==> config.mk <==
export PLATFORM = sky130hd
export DESIGN_NAME = bird_physics
export DESIGN_NICKNAME = d
export VERILOG_FILES = /design/src/rtl/bird_physics.sv
export SDC_FILE = /design/constraint.sdc
export NUM_CORES = 1
export LEC_CHECK = 0
export CORE_MARGIN = 2
export CORE_UTILIZATION = 50
export DETAILED_ROUTE_END_ITERATION = 6
export GPL_ROUTABILITY_DRIVEN = 1
export PLACE_DENSITY = 0.78
export REMOVE_ABC_BUFFERS = 1
export SYNTH_ARGS = -nofsm -noshare
export SYNTH_HDL_FRONTEND = slang
export SYNTH_SLANG_ARGS = --single-unit
export TNS_END_PERCENT = 30
==> constraint.sdc <==
create_clock -name frame_clk -period 4.17 [get_ports frame_clk]
set_input_delay 1.251 -clock frame_clk [delete_from_list [all_inputs] [get_ports frame_clk]]
set_output_delay 1.251 -clock frame_clk [all_outputs]
set_load 0.005 [all_outputs]
==> src/rtl/bird_physics.sv <==
// bird_physics: per-frame sprite motion engine for the side-scroller.
// Integrates gravity into a signed vertical velocity, flaps on the rising edge
// of the jump key, enforces ceiling/floor/right-edge bounds and runs the
// IDLE/PLAY/DEAD/WIN game state machine.
// Optional feature macro: BIRD_VCLAMP_EN limits downward velocity to +VMAX.
//
// state  | meaning
// S_IDLE | waiting at start position for the first flap
// S_PLAY | sprite moving; X advances, Y follows VelY
// S_DEAD | collision, floor or ceiling hit; frozen until next flap
// S_WIN  | right edge reached; frozen until next flap
module bird_physics #(
  parameter int          W        = 10,
  parameter int          X_START  = 30,
  parameter int          Y_START  = 200,
  parameter int          Y_MIN    = 127,
  parameter int          Y_MAX    = 260,
  parameter int          X_MAX    = 639,
  parameter int          SIZE     = 31,
  parameter int          X_STEP   = 1,
  parameter int          GRAVITY  = 1,
  parameter int          JUMP_VEL = -6,
  parameter int          VMAX     = 4,
  parameter logic [7:0]  JUMP_KEY = 8'h1A
) (
  input  logic         frame_clk,
  input  logic         Reset,
  input  logic [7:0]   keycode,
  input  logic         collide,
  output logic [W-1:0] BallX,
  output logic [W-1:0] BallY,
  output logic [W-1:0] BallS,
  output logic [W-1:0] VelY,
  output logic [1:0]   state,
  output logic         gameover,
  output logic         gamewin
);

  typedef enum logic [1:0] {
    S_IDLE = 2'd0,
    S_PLAY = 2'd1,
    S_DEAD = 2'd2,
    S_WIN  = 2'd3
  } state_t;

`ifdef BIRD_VCLAMP_EN
  localparam bit VCLAMP_EN = 1'b1;
`else
  localparam bit VCLAMP_EN = 1'b0;
`endif

  // Internal arithmetic runs two bits wider than W so sums never wrap.
  localparam int WE        = W + 2;
  localparam int VSAT_WIDE = (2 ** (W - 1)) - 1;
  localparam int VSAT      = (VCLAMP_EN && (VMAX < VSAT_WIDE)) ? VMAX : VSAT_WIDE;

  localparam logic signed [WE-1:0] L_VSAT   = WE'(VSAT);
  localparam logic signed [WE-1:0] L_FLOOR  = WE'(Y_MAX - SIZE);
  localparam logic signed [WE-1:0] L_CEIL   = WE'(Y_MIN);
  localparam logic signed [WE-1:0] L_GRAV   = WE'(GRAVITY);
  localparam logic        [WE-1:0] L_XSTEP  = WE'(X_STEP);
  localparam logic        [WE-1:0] L_XWIN   = WE'(X_MAX - SIZE);
  localparam logic        [W-1:0]  L_JUMP   = W'(JUMP_VEL);
  localparam logic        [W-1:0]  L_XSTART = W'(X_START);
  localparam logic        [W-1:0]  L_YSTART = W'(Y_START);

  state_t         r_state, w_state_nxt;
  logic [W-1:0]   r_ball_x, w_ball_x_nxt;
  logic [W-1:0]   r_ball_y, w_ball_y_nxt;
  logic [W-1:0]   r_vel_y,  w_vel_y_nxt;
  logic           r_key_prev;

  logic                 w_key_hit;
  logic                 w_flap;
  logic signed [WE-1:0] w_vel_ext;
  logic signed [WE-1:0] w_y_ext;
  logic signed [WE-1:0] w_vel_sum;
  logic        [W-1:0]  w_vel_grav;
  logic        [WE-1:0] w_x_adv;
  logic                 w_hit_floor;
  logic                 w_hit_ceil;
  logic                 w_hit_right;

  assign w_key_hit  = (keycode == JUMP_KEY);
  assign w_flap     = w_key_hit & ~r_key_prev;

  assign w_vel_ext  = {{2{r_vel_y[W-1]}}, r_vel_y};
  assign w_y_ext    = $signed({2'b00, r_ball_y}) + w_vel_ext;
  assign w_vel_sum  = w_vel_ext + L_GRAV;
  assign w_vel_grav = (w_vel_sum > L_VSAT) ? L_VSAT[W-1:0] : w_vel_sum[W-1:0];
  assign w_x_adv    = {2'b00, r_ball_x} + L_XSTEP;

  // Bottom edge is Y+SIZE, so the floor test is folded into Y_MAX-SIZE.
  assign w_hit_floor = (w_y_ext >= L_FLOOR);
  assign w_hit_ceil  = (w_y_ext <= L_CEIL);
  assign w_hit_right = (w_x_adv >= L_XWIN);

  // State, position, velocity and key history registers.
  always_ff @(posedge frame_clk or posedge Reset) begin
    if (Reset) begin
      r_state    <= S_IDLE;
      r_ball_x   <= L_XSTART;
      r_ball_y   <= L_YSTART;
      r_vel_y    <= '0;
      r_key_prev <= 1'b0;
    end else begin
      r_state    <= w_state_nxt;
      r_ball_x   <= w_ball_x_nxt;
      r_ball_y   <= w_ball_y_nxt;
      r_vel_y    <= w_vel_y_nxt;
      r_key_prev <= w_key_hit;
    end
  end

  // Next-state and motion update; death outranks win, win outranks flap.
  always_comb begin
    w_state_nxt  = r_state;
    w_ball_x_nxt = r_ball_x;
    w_ball_y_nxt = r_ball_y;
    w_vel_y_nxt  = r_vel_y;
    case (r_state)
      S_IDLE: begin
        w_ball_x_nxt = L_XSTART;
        w_ball_y_nxt = L_YSTART;
        w_vel_y_nxt  = '0;
        if (w_flap) begin
          w_state_nxt = S_PLAY;
          w_vel_y_nxt = L_JUMP;
        end
      end
      S_PLAY: begin
        w_ball_x_nxt = w_hit_right ? L_XWIN[W-1:0] : w_x_adv[W-1:0];
        w_vel_y_nxt  = w_flap ? L_JUMP : w_vel_grav;
        if (w_hit_floor)
          w_ball_y_nxt = L_FLOOR[W-1:0];
        else if (w_hit_ceil)
          w_ball_y_nxt = L_CEIL[W-1:0];
        else
          w_ball_y_nxt = w_y_ext[W-1:0];
        if (w_hit_floor || w_hit_ceil || collide) begin
          w_state_nxt = S_DEAD;
          w_vel_y_nxt = '0;
        end else if (w_hit_right) begin
          w_state_nxt = S_WIN;
          w_vel_y_nxt = '0;
        end
      end
      default: begin
        w_vel_y_nxt = '0;
        if (w_flap) begin
          w_state_nxt  = S_IDLE;
          w_ball_x_nxt = L_XSTART;
          w_ball_y_nxt = L_YSTART;
        end
      end
    endcase
  end

  assign BallX    = r_ball_x;
  assign BallY    = r_ball_y;
  assign BallS    = W'(SIZE);
  assign VelY     = r_vel_y;
  assign state    = r_state;
  assign gameover = (r_state == S_DEAD);
  assign gamewin  = (r_state == S_WIN);

endmodule

# Yosys cells after proc, flatten, opt, wreduce, memory -nomap -nowiden
# Index checks and enable logic that the tools add are counted.
# op_classes
reduce_logical	6
n_eq_ne	6
n_div	0
multipliers	0
shift	0
n_mux	18
n_addsub	3
n_bitwise	2
order_cmp	4
# op_table
operator	n
two-way mux 10 bit	10
case mux 10 bit (2 select lines)	3
adder 11 x 10 -> 12 bit	1
>= comparator 12 x 9 -> 1 bit (second input constant)	1
<= comparator 12 x 8 -> 1 bit (second input constant)	1
adder 10 x 1 -> 11 bit (second input constant)	1
adder 10 x 2 -> 11 bit (second input constant)	1
>= comparator 11 x 10 -> 1 bit (second input constant)	1
> comparator 11 x 10 -> 1 bit (second input constant)	1
equality test 8 x 5 -> 1 bit (second input constant)	1
two-way mux 2 bit	4
equality test 2 bit (second input constant)	2
case mux 2 bit (2 select lines)	1
!= test 3 bit (second input constant)	1
AND reduction 3 bit	1
nonzero test 3 bit	1
equality test 2 x 1 -> 1 bit (second input constant)	1
zero test 2 bit	1
logical OR 1 bit	2
!= test 2 bit (second input constant)	1
nonzero test 2 bit	1
bitwise AND 1 bit	1
inverter 1 bit	1
# totals
regBits	33
latchBits	0
in_bits	11
out_inout_bits	44
ramBits	0
romBits	0
mem_count	0
wordCells	44

# Longest topological paths before layout
# Gate-level depths: netlist of the first run.
# logic_depth
depth_word	7
depth_mapped	11
mapped_depth_nobuf	11

# Worst setup path before layout of the first run
# OpenSTA, ideal clock, no wires.
# synth_timing
path_kind	register to register
startpoint	register r_vel_y[0], in the netlist VelY[0]
endpoint	register r_vel_y[0], in the netlist VelY[0]
required_time_ns	4.063
path_stages_with_launch	12
synth_period_minus_slack_ns	3.031
t_arrival_ns	2.924
setup_ns	0.107
setup_slack_ns	1.139
n_path_buf	0
path_cell_list	dfrtp_1 > ha_1 > inv_1 > fa_1 > and2b_1 > o21ai_2 > a21o_2 > nor3_1 > nor3_1 > a211o_1 > or2_4 > a2111oi_4
# synth_between
elab_chain_cells	7
elab_cells_between_ends	12
classes_between	2 x add/sub; 3 x order compare; 5 x mux; 2 x reduce/logical
# synth_rtl
element	line	rtl
from (decl)	70	logic [W-1:0] r_vel_y, w_vel_y_nxt;
from (signal assigned)	110	r_vel_y <= w_vel_y_nxt;
adder 10 x 2 -> 11 bit	89	assign w_vel_sum = w_vel_ext + L_GRAV;
> comparator 11 x 10 -> 1 bit	90	assign w_vel_grav = (w_vel_sum > L_VSAT) ? L_VSAT[W-1:0] : w_vel_sum[W-1:0];
two-way mux 10 bit	90	
two-way mux 10 bit	133	w_vel_y_nxt = w_flap ? L_JUMP : w_vel_grav;
two-way mux 10 bit	143	end else if (w_hit_right) begin
two-way mux 10 bit *	140	if (w_hit_floor || w_hit_ceil || collide) begin
case mux 10 bit (2 select lines) *	121	case (r_state)
named net w_vel_y_nxt[0]	70	
# Mark *: on every way through the listed nets, which the timed path passes. The rest lies on a longest branch.
# A chain may end at the register's enable or synchronous reset.

# Worst setup path after layout of the first run
# Ends and elaborated chain as after synthesis.

==> results.ini, run 1 <==
[floorplan]
fp.coreArea_um2 = 5040
initial_utilization = 0.514
die_x_um = 76.0
die_area_um2 = 5770
num_io_pins = 55
die_h_um = 76.0
row_count = 26

[yosys]
ys_async_sr_fraction = 1.00
synth.distinct_cells = 62
synth.cell_area_um2 = 2590
ys.flop_type = dfrtp_1
synth_top_area_cell = dfrtp_1
yosysWarningCount = 0
ys_ff_latch = 33
synth_edf_count = 0
syn_avg_cell_area_um2 = 8.39
synth_top_area_frac = 0.251
ys_seq_area_frac = 0.322
synthesis.instances = 309
synth_area_leaders = dfrtp_1 25%, dfstp_2 7.1%, ha_1 6.8%

[placed_design]
place_congestion = 0.960
io_buffers = 44
dp_hpwl_um = 4910
dpl_worst_slack_ps = 919
dpl_cell_area_um2 = 3080
place_inst = 419

[drt]
finalWirelength_um = 6630
dr_total_vias = 2506
drtIter0Drc = 135
drtPass1Iterations = 4
ant_nets = 0
routedWlPerCell_um = 15.5
drc_errors = 0
vias_per_cell = 5.87

[sta]
setup_viol = 0
grt_setup_unrepaired = no
finalSetupTns_ps = 0
skew_ps = 7.52
finalMaxSlewViolations = 0
tightest_slew_ps = 684
fin_crit_sh = 0.790
hold_violations = 0
slew_headroom = 0.543
max_freq_ghz = 0.304
period_minus_slack_ps = 3290
fin_hold_ws_ps = 504
setup_slack_ps = 877

[cts]
path_clk_slew_ps = 70
h-tree-depth = 2
cts_resized = 0
cts-root-buf = clkbuf_8
cts.sinks = 33
ctsHoldBuffers = 0
postCtsSetupRepairBufs = 0
cts_buffers = 5
cts.path.max_buffers = 2
cts_tree = done
clk_latency_ps = 290

[finish]
area_growth_pct = 22.2
antenna_cells = 0
drive_gt1_frac = 0.0840
finalInstanceArea_um2 = 3170
fin_nets = 382
utilization = 0.628
layout_common_cells = 44 x clkdlybuf4s50_1, 36 x nand2_1, 26 x dfrtp_1
final_cells = 427
final_common_cell = clkdlybuf4s50_1

[global_routing]
track_usage = 0.232
grt_start_max_net_pins = 19
grt_pass1_vias = 2334
antenna_found_initial = 0
overflow = 0
grt_pass1_wl_um = 10900

[critical_path]
path_class = reg2reg
worstPathRequired_ps = 4350
arrival_ps = 3470
end_kind = register
timing.rr.start = VelY[0]
ff2ff_path_depth = 11
cp-start-kind = register
r2r_slack_ps = 880
r2r-end = VelY[0]
path_max_fanout = 6

[power_and_ir_drop]
fin_total_pwr_mw = 0.849
p_per_area_nw_per_um2 = 268
p_leak_nw = 1.46
ir_drop_mv = 0.235

[flow_run]
max-cap-violations = 0

[worst_hold_path]
holdCritPathClass = reg2reg
whs_path_depth = 2
hold_start = BallX[2]
min_to = BallX[2]

[status]
status = finished, final reports clean

## worst max-delay path by stage
stage            start       to  slack [ps]
3_3_place_gp   VelY[0]  VelY[0]        1040
2_1_floorplan  VelY[0]  VelY[0]        1140
3_5_place_dp   VelY[0]  VelY[0]         920
6_report       VelY[0]  VelY[0]         880
4_1_cts        VelY[0]  VelY[0]         900
5_1_grt        VelY[0]  VelY[0]         660
## cell families after synthesis
group | after synthesis | synth area share
compound gates | 103 | 0.281
other cells | 2 | 0.00290
xor+xnor | 10 | 0.0338
fa+ha+maj | 15 | 0.0753
flops | 33 | 0.322
buf+inv | 39 | 0.0744
simple gates | 107 | 0.211
## sequential cells by signal (all words and copies together), names as in the netlist
register    count
BallY          10
VelY           10
r_key_prev      1
BallX          10
state           2
## metal layers
metal  routed length (um)  vias up  global-route usage
li1                     -     1203                   -
met1                 2910     1198               0.298
met2                 3250       93               0.397
met3                  383       12              0.0450
met4                   89        0              0.0709
met5                    0        -                   0
## synth_stat cells, types with 4 or more instances
| cell type | instances |
|---|---|
| nand2_1 | 36 |
| dfrtp_1 | 26 |
| inv_1 | 22 |
| a21oi_1 | 21 |
| o21ai_0 | 20 |
| nor2_1 | 18 |
| ha_1 | 14 |
| a21o_1 | 13 |
| buf_4 | 10 |
| nor3_1 | 10 |
| dfstp_2 | 7 |
| nand3_1 | 7 |
| xnor2_1 | 7 |
| a31oi_1 | 6 |
| nor2b_1 | 5 |
| o211ai_1 | 5 |
| o21ai_1 | 5 |
| a211oi_1 | 4 |
| clkbuf_1 | 4 |
| nand2b_1 | 4 |
| or3_1 | 4 |
## report_power, final
part | total, mW | internal (mW) | switching, mW | leakage, nW
clock network | 0.257 | 0.135 | 0.122 | 0.0455
logic | 0.217 | 0.0993 | 0.117 | 0.987
registers | 0.376 | 0.342 | 0.0334 | 0.432
## worst max-delay path, cell delays in order, from the launching register on
cell	delay, ps
dfrtp_1	470
ha_1	290
inv_1	80
fa_1	440
and2b_1	290
o21ai_2	80
a21o_2	210
nor3_1	190
nor3_1	130
a211o_1	400
or2_4	300
a2111oi_4	310
## final cells by class
cell class                      count  area [um2]
Tap cell                           70        87.6
Timing Repair Buffer               49         478
Fill cell                         442        1880
Multi-Input combinational cell    245        1590
Sequential cell                    33         835
Inverter                           22        82.6
Clock buffer                        8        90.1
Note: power is estimated with default switching activity, not from simulation.
==> run 2: changes to the inputs <==
--- a/config.mk
+++ b/config.mk
@@ -6,10 +6,10 @@
 export NUM_CORES = 1
 export LEC_CHECK = 0
 export CORE_MARGIN = 2
-export CORE_UTILIZATION = 50
+export CORE_UTILIZATION = 47
 export DETAILED_ROUTE_END_ITERATION = 6
 export GPL_ROUTABILITY_DRIVEN = 1
-export PLACE_DENSITY = 0.78
+export PLACE_DENSITY = 0.77
 export REMOVE_ABC_BUFFERS = 1
 export SYNTH_ARGS = -nofsm -noshare
 export SYNTH_HDL_FRONTEND = slang
==> constraint.sdc (replaced) <==
create_clock -name frame_clk -period 3 [get_ports frame_clk]
set_input_delay 0.9 -clock frame_clk [delete_from_list [all_inputs] [get_ports frame_clk]]
set_output_delay 0.9 -clock frame_clk [all_outputs]
set_load 0.005 [all_outputs]
==> run 2 against run 1 <==
  * Cell area grew 8.0%
  * Critical endpoint is now state[0]
  * Combinational power increased by 44%
  * Core utilization is 0.46 points higher
  * Wire length is 5.4% higher
  * Register-to-register slack lost 710 ps
  * Non-clock buffer count grew 24
  * First-iteration DRC count down 7.4%
==> results.ini, run 2 (synthesized netlist as in run 1, its figures left out) <==
[drt]
routedWlPerCell_um = 15.4  ; was 15.5 um
finalWirelength_um = 6990  ; was 6630 um
drc_errors = 0  ; unchanged
dr_total_vias = 2538  ; was 2506
drtIter0Drc = 125  ; was 135
drtPass1Iterations = 4  ; unchanged
vias_per_cell = 5.60  ; was 5.87
ant_nets = 0  ; unchanged

[cts]
clk_latency_ps = 300  ; was 290 ps
cts.sinks = 33  ; unchanged
path_clk_slew_ps = 70  ; about the same
cts-root-buf = clkbuf_8  ; unchanged
cts_buffers = 5  ; unchanged
cts.path.max_buffers = 2  ; unchanged
h-tree-depth = 2  ; unchanged
cts_tree = done  ; unchanged

[finish]
final_cells = 453  ; was 427
final_common_cell = clkdlybuf4s50_1  ; unchanged
fin_nets = 406  ; was 382
drive_gt1_frac = 0.171  ; was 0.0840
layout_common_cells = 44 x clkdlybuf4s50_1, 36 x nand2_1, 28 x buf_4  ; was 44 x clkdlybuf4s50_1, 36 x nand2_1, 26 x dfrtp_1
antenna_cells = 0  ; unchanged
area_growth_pct = 32.0  ; was 22.2%

[critical_path]
end_kind = register  ; unchanged
arrival_ps = 3040  ; was 3470 ps
path_class = reg2reg  ; unchanged
path_max_fanout = 5  ; was 6
worstPathRequired_ps = 3200  ; was 4350 ps
cp-start-kind = register  ; unchanged

[worst_hold_path]
holdCritPathClass = reg2reg  ; unchanged

[sta]
fin_crit_sh = 0.946  ; was 0.790
period_minus_slack_ps = 2840  ; was 3290 ps
slew_headroom = 0.466  ; was 0.543
finalSetupTns_ps = 0  ; unchanged
max_freq_ghz = 0.353  ; was 0.304 GHz
tightest_slew_ps = 799  ; was 684 ps
hold_violations = 0  ; unchanged
grt_setup_unrepaired = no  ; unchanged
finalMaxSlewViolations = 0  ; unchanged
setup_viol = 0  ; unchanged
skew_ps = 7.89  ; was 7.52 ps
fin_hold_ws_ps = 502  ; was 504 ps

[power_and_ir_drop]
p_leak_nw = 1.59  ; was 1.46 nW
fin_total_pwr_mw = 1.19  ; was 0.849 mW
p_per_area_nw_per_um2 = 348  ; was 268 nW/um2
ir_drop_mv = 0.245  ; was 0.235 mV

[floorplan]
initial_utilization = 0.479  ; was 0.514
die_area_um2 = 6120  ; was 5770 um2
die_x_um = 78.3  ; was 76.0 um
num_io_pins = 55  ; unchanged
fp.coreArea_um2 = 5410  ; was 5040 um2
die_h_um = 78.3  ; was 76.0 um
row_count = 27  ; was 26

[flow_run]
max-cap-violations = 0  ; unchanged

[placed_design]
place_congestion = 0.894  ; was 0.960
place_inst = 441  ; was 419
io_buffers = 44  ; unchanged
dp_hpwl_um = 5230  ; was 4910 um

[global_routing]
grt_pass1_vias = 2516  ; was 2334
grt_start_max_net_pins = 34  ; was 19
grt_pass1_wl_um = 11500  ; was 10900 um
overflow = 0  ; unchanged
track_usage = 0.236  ; was 0.232
antenna_found_initial = 0  ; unchanged

[status]
status = finished, final reports clean  ; unchanged

run 2: cell types whose count changed in the layout (fill, tap and decap cells not counted), moves of 2 or more:
cell and delta:
o31ai_2 +2, a21oi_1 -2, a21oi_2 +2, ha_1 -2, o31ai_1 -2, buf_4 +23
run 2: layout make-up:
type	count	area, um2
fill	467	1990
inverter	22	82.6
multi-input combinational	245	1650
timing repair buffer	73	671
clock buffer	8	90.1
tap	72	90.1
sequential	33	835
run 2: metal layers:
layer | routed length [um] | GRT usage
met1 | 3050 | 0.300
met2 | 3510 | 0.407
met3 | 302 | 0.0379
met4 | 117 | 0.0807
met5 | 0 | 0
run 2: through the flow:
step                utilization  instance area, um2  worst slack [ps]
detailed placement        0.597                3230              3.04
global route              0.633                3420              4.03
floorplan                     -                2510             -31.3
finish                    0.633                3420               163
global placement          0.597                3230              83.3
CTS                       0.614                3320              18.6
run 2: worst paths after layout:
check / startpoint / to / slack (ps) / cells past startpoint
setup / recovery: VelY[0] / state[0] / 160 / 11
hold reg to reg: BallX[2] / BallX[2] / 500 / 2
hold / removal: BallX[2] / BallX[2] / 500 / 2
min in group asynchronous: Reset / BallY[2] / 1000 / 3
setup reg to reg: VelY[0] / state[0] / 160 / 11
max in group asynchronous: Reset / BallY[7] / 1660 / 3
run 2: power breakdown:
part / switching [mW] / total [mW] / internal, mW
combinational: 0.169 / 0.313 / 0.144
sequential: 0.0436 / 0.520 / 0.476
clock: 0.170 / 0.357 / 0.187
run 2: repair_timing:
item	4_1_cts	5_1_grt
setup buffers	0	4
setup endpoints to repair	1	19
hold buffers	0	0
resized for setup	1	11
pin swaps	0	11
run 2: worst max-delay path, cell delays in order, from the launching register on:
cell and delay (ps):
dfrtp_1 420, ha_4 190, inv_1 60, fa_1 190, and2b_2 260, o21ai_2 150, a21o_2 180, o211ai_4 100
or3_1 320, a211o_1 350, or2_4 280, a221oi_2 230
==> run 3: changes to the inputs <==
--- a/config.mk
+++ b/config.mk
@@ -5,12 +5,14 @@
 export SDC_FILE = /design/constraint.sdc
 export NUM_CORES = 1
 export LEC_CHECK = 0
+export ABC_AREA = 1
 export CORE_MARGIN = 2
 export CORE_UTILIZATION = 47
 export DETAILED_ROUTE_END_ITERATION = 6
 export GPL_ROUTABILITY_DRIVEN = 1
-export PLACE_DENSITY = 0.77
+export PLACE_DENSITY = 0.76
 export REMOVE_ABC_BUFFERS = 1
+export SETUP_SLACK_MARGIN = 0.4
 export SYNTH_ARGS = -nofsm -noshare
 export SYNTH_HDL_FRONTEND = slang
 export SYNTH_SLANG_ARGS = --single-unit
==> constraint.sdc (replaced) <==
create_clock -name frame_clk -period 3 [get_ports frame_clk]
set_input_delay 0.9 -clock frame_clk [delete_from_list [all_inputs] [get_ports frame_clk]]
set_output_delay 0.9 -clock frame_clk [all_outputs]
set_load 0.01 [all_outputs]
==> run 3 against run 2 <==
  * Global-route usage down 1.1 points
  * Combinational power grew 38%
  * Worst hold slack better by 35 ps
  * Non-clock buffer count is 18 lower
  * Synthesized cell count is 28% higher
  * Critical path depth fell by 8
  * Critical endpoint is now gameover
  * Largest cell class unchanged
==> results.ini, run 3 <==
[global_routing]
grt_pass1_wl_um = 11100  ; was 11500 um
grt_pass1_vias = 2468  ; was 2516
overflow = 0  ; unchanged
grt_start_max_net_pins = 34  ; unchanged
track_usage = 0.225  ; was 0.236
antenna_found_initial = 0  ; unchanged

[sta]
fin_hold_ws_ps = 536  ; was 502 ps
period_minus_slack_ps = 2460  ; was 2840 ps
setup_viol = 0  ; unchanged
setup_slack_ps = 537  ; was 163 ps
max_freq_ghz = 0.406  ; was 0.353 GHz
fin_crit_sh = 0.821  ; was 0.946
finalMaxSlewViolations = 0  ; unchanged
finalSetupTns_ps = 0  ; unchanged
hold_violations = 0  ; unchanged
skew_ps = 9.18  ; was 7.89 ps
grt_setup_unrepaired = no  ; unchanged

[power_and_ir_drop]
clockPowerShare = 0.339  ; was 0.300
p_leak_nw = 1.81  ; was 1.59 nW
ir_drop_mv = 0.421  ; was 0.245 mV
switching_share = 0.317  ; was 0.322
switchingPower_mw = 0.472  ; was 0.383 mW
p_per_area_nw_per_um2 = 430  ; was 348 nW/um2
pwr-share-comb = 0.289  ; was 0.263
intPower_mw = 1.02  ; was 0.807 mW
p_seq_frac = 0.372  ; was 0.437

[yosys]
ys_ff_latch = 33  ; unchanged
synth_area_leaders = dfrtp_1 24%, nand2_1 18%, inv_1 7.7%  ; was dfrtp_1 25%, dfstp_2 7.1%, ha_1 6.8%
synthesis.instances = 394  ; was 309
synth_top_area_frac = 0.244  ; was 0.251
ys.flop_type = dfrtp_1  ; unchanged
synth.distinct_cells = 42  ; was 62
synth_commonest_cells = 127 x nand2_1, 55 x inv_1, 33 x nor2_1, 31 x nand3_1, 26 x dfrtp_1  ; was 36 x nand2_1, 26 x dfrtp_1, 22 x inv_1, 21 x a21oi_1, 20 x o21ai_0
synth_top_area_cell = dfrtp_1  ; unchanged
yosysMostFrequentCell = nand2_1  ; unchanged
syn_avg_cell_area_um2 = 6.78  ; was 8.39 um2
yosysWarningCount = 0  ; unchanged
ys_async_sr_fraction = 1.00  ; unchanged
ys_seq_area_frac = 0.312  ; was 0.322
synth.cell_area_um2 = 2670  ; was 2590 um2
synth_edf_count = 0  ; unchanged

[cts]
cts.path.max_buffers = 2  ; unchanged
cts_tree = done  ; unchanged
clk_latency_ps = 290  ; was 300 ps
path_clk_slew_ps = 70  ; about the same
cts-root-buf = clkbuf_8  ; unchanged
cts_buffers = 5  ; unchanged
cts.sinks = 33  ; unchanged
h-tree-depth = 2  ; unchanged

[finish]
fill_cells = 495  ; was 467
area_growth_pct = 29.8  ; was 32.0%
final_common_cell = nand2_1  ; was clkdlybuf4s50_1
layout_common_cells = 123 x nand2_1, 55 x inv_1, 44 x clkdlybuf4s50_1  ; was 44 x clkdlybuf4s50_1, 36 x nand2_1, 28 x buf_4
drive_gt1_frac = 0.151  ; was 0.171
fin_nets = 476  ; was 406
finalInstanceArea_um2 = 3470  ; was 3420 um2
antenna_cells = 0  ; unchanged

[floorplan]
row_count = 27  ; unchanged
die_h_um = 79.4  ; was 78.3 um
initial_utilization = 0.485  ; was 0.479
die_area_um2 = 6300  ; was 6120 um2
die_x_um = 79.4  ; was 78.3 um
num_io_pins = 55  ; unchanged
fp.coreArea_um2 = 5510  ; was 5410 um2

[critical_path]
path_class = reg2out  ; was reg2reg
arrival_ps = 1560  ; was 3040 ps
cp-start-kind = register  ; unchanged
end_kind = primary output  ; was register
path_max_fanout = 11  ; was 5
worstPathRequired_ps = 2100  ; was 3200 ps

[placed_design]
dpl_cell_area_um2 = 3180  ; was 3230 um2
dp_hpwl_um = 5140  ; was 5230 um
io_buffers = 44  ; unchanged
dpl_worst_slack_ps = 213  ; was 3.04 ps
place_congestion = 0.950  ; was 0.894

[worst_hold_path]
holdCritPathClass = reg2reg  ; unchanged

[drt]
dr_total_vias = 2647  ; was 2538
finalWirelength_um = 6900  ; was 6990 um
routedWlPerCell_um = 13.2  ; was 15.4 um
ant_nets = 0  ; unchanged
vias_per_cell = 5.06  ; was 5.60
drtIter0Drc = 131  ; was 125
drtPass1Iterations = 4  ; unchanged
drc_errors = 0  ; unchanged

[status]
status = finished, final reports clean  ; unchanged

[flow_run]
max-cap-violations = 0  ; unchanged

-- run 3: what timing repair did --
action / CTS / global route
hold buffers: 0 / 0
resized for setup: 5 / 21
endpoints found under the hold margin: 0 / 0
setup endpoints to repair: 15 / 18
pin swaps: 2 / 8
setup buffers: 2 / 3
gates cloned: 1 / 0
-- run 3: path summary, 6_finish.rpt --
kind | startpoint | end | slack, ps | depth (start not counted)
max in group asynchronous | Reset | BallX[1] | 1670 | 3
setup reg to reg | BallY[0] | state[1] | 550 | 17
setup / recovery | state[1] | gameover | 540 | 3
min in group asynchronous | Reset | VelY[2] | 1000 | 3
hold reg to reg | BallX[1] | BallX[1] | 540 | 2
hold / removal | BallX[1] | BallX[1] | 540 | 2
-- run 3: critical path, stage by stage, from the launching register on --
cell	delay (ps)
dfrtp_1	410
inv_1	180
nor2_1	130
clkdlybuf4s50_1	550
-- run 3: stage by stage --
stage	util	power [mW]	instances
2_1_floorplan	-	0.788	387
3_3_place_gp	0.577	0.962	509
3_5_place_dp	0.577	0.980	509
4_1_cts	0.608	1.49	520
5_1_grt	0.630	1.57	523
6_report	0.630	1.49	523
-- run 3: area by class of cell --
| type | count | area (um2) | share of cell area |
|---|---|---|---|
| tap | 72 | 90.1 | 0.0260 |
| sequential | 33 | 838 | 0.242 |
| timing repair buffer | 55 | 523 | 0.151 |
| multi-input combinational | 295 | 1660 | 0.477 |
| inverter | 60 | 228 | 0.0657 |
| clock buffer | 5 | 68.8 | 0.0198 |
| clock inverter | 3 | 65.1 | 0.0188 |
-- run 3: logic make-up (layout without fill, tap and decap cells) --
logic type	count (synthesis)	in the layout	synth area share
simple gates	218	219	0.360
buf+inv	75	123	0.123
compound gates	39	39	0.0890
flops	33	33	0.312
fa+ha+maj	15	15	0.0731
xor+xnor	12	12	0.0393
other cells	2	10	0.00281
-- run 3: power by group through the flow --
stage	Combinational, mW	Sequential [mW]	Clock, mW
final	0.431	0.555	0.505
after global routing	0.473	0.564	0.532
after CTS	0.429	0.555	0.510
after detailed placement	0.418	0.561	0
after global placement	0.401	0.560	0
after floorplan	0.219	0.569	0
-- run 3: per-layer routing --
metal  vias up  track usage  wire length, um  part of all wire
li1       1335            -                -                 -
met1      1224        0.274             3000              0.43
met2        75        0.403             3470              0.50
met3        13       0.0407              296             0.043
met4         0       0.0672              130             0.019
met5         -            0                0                 0
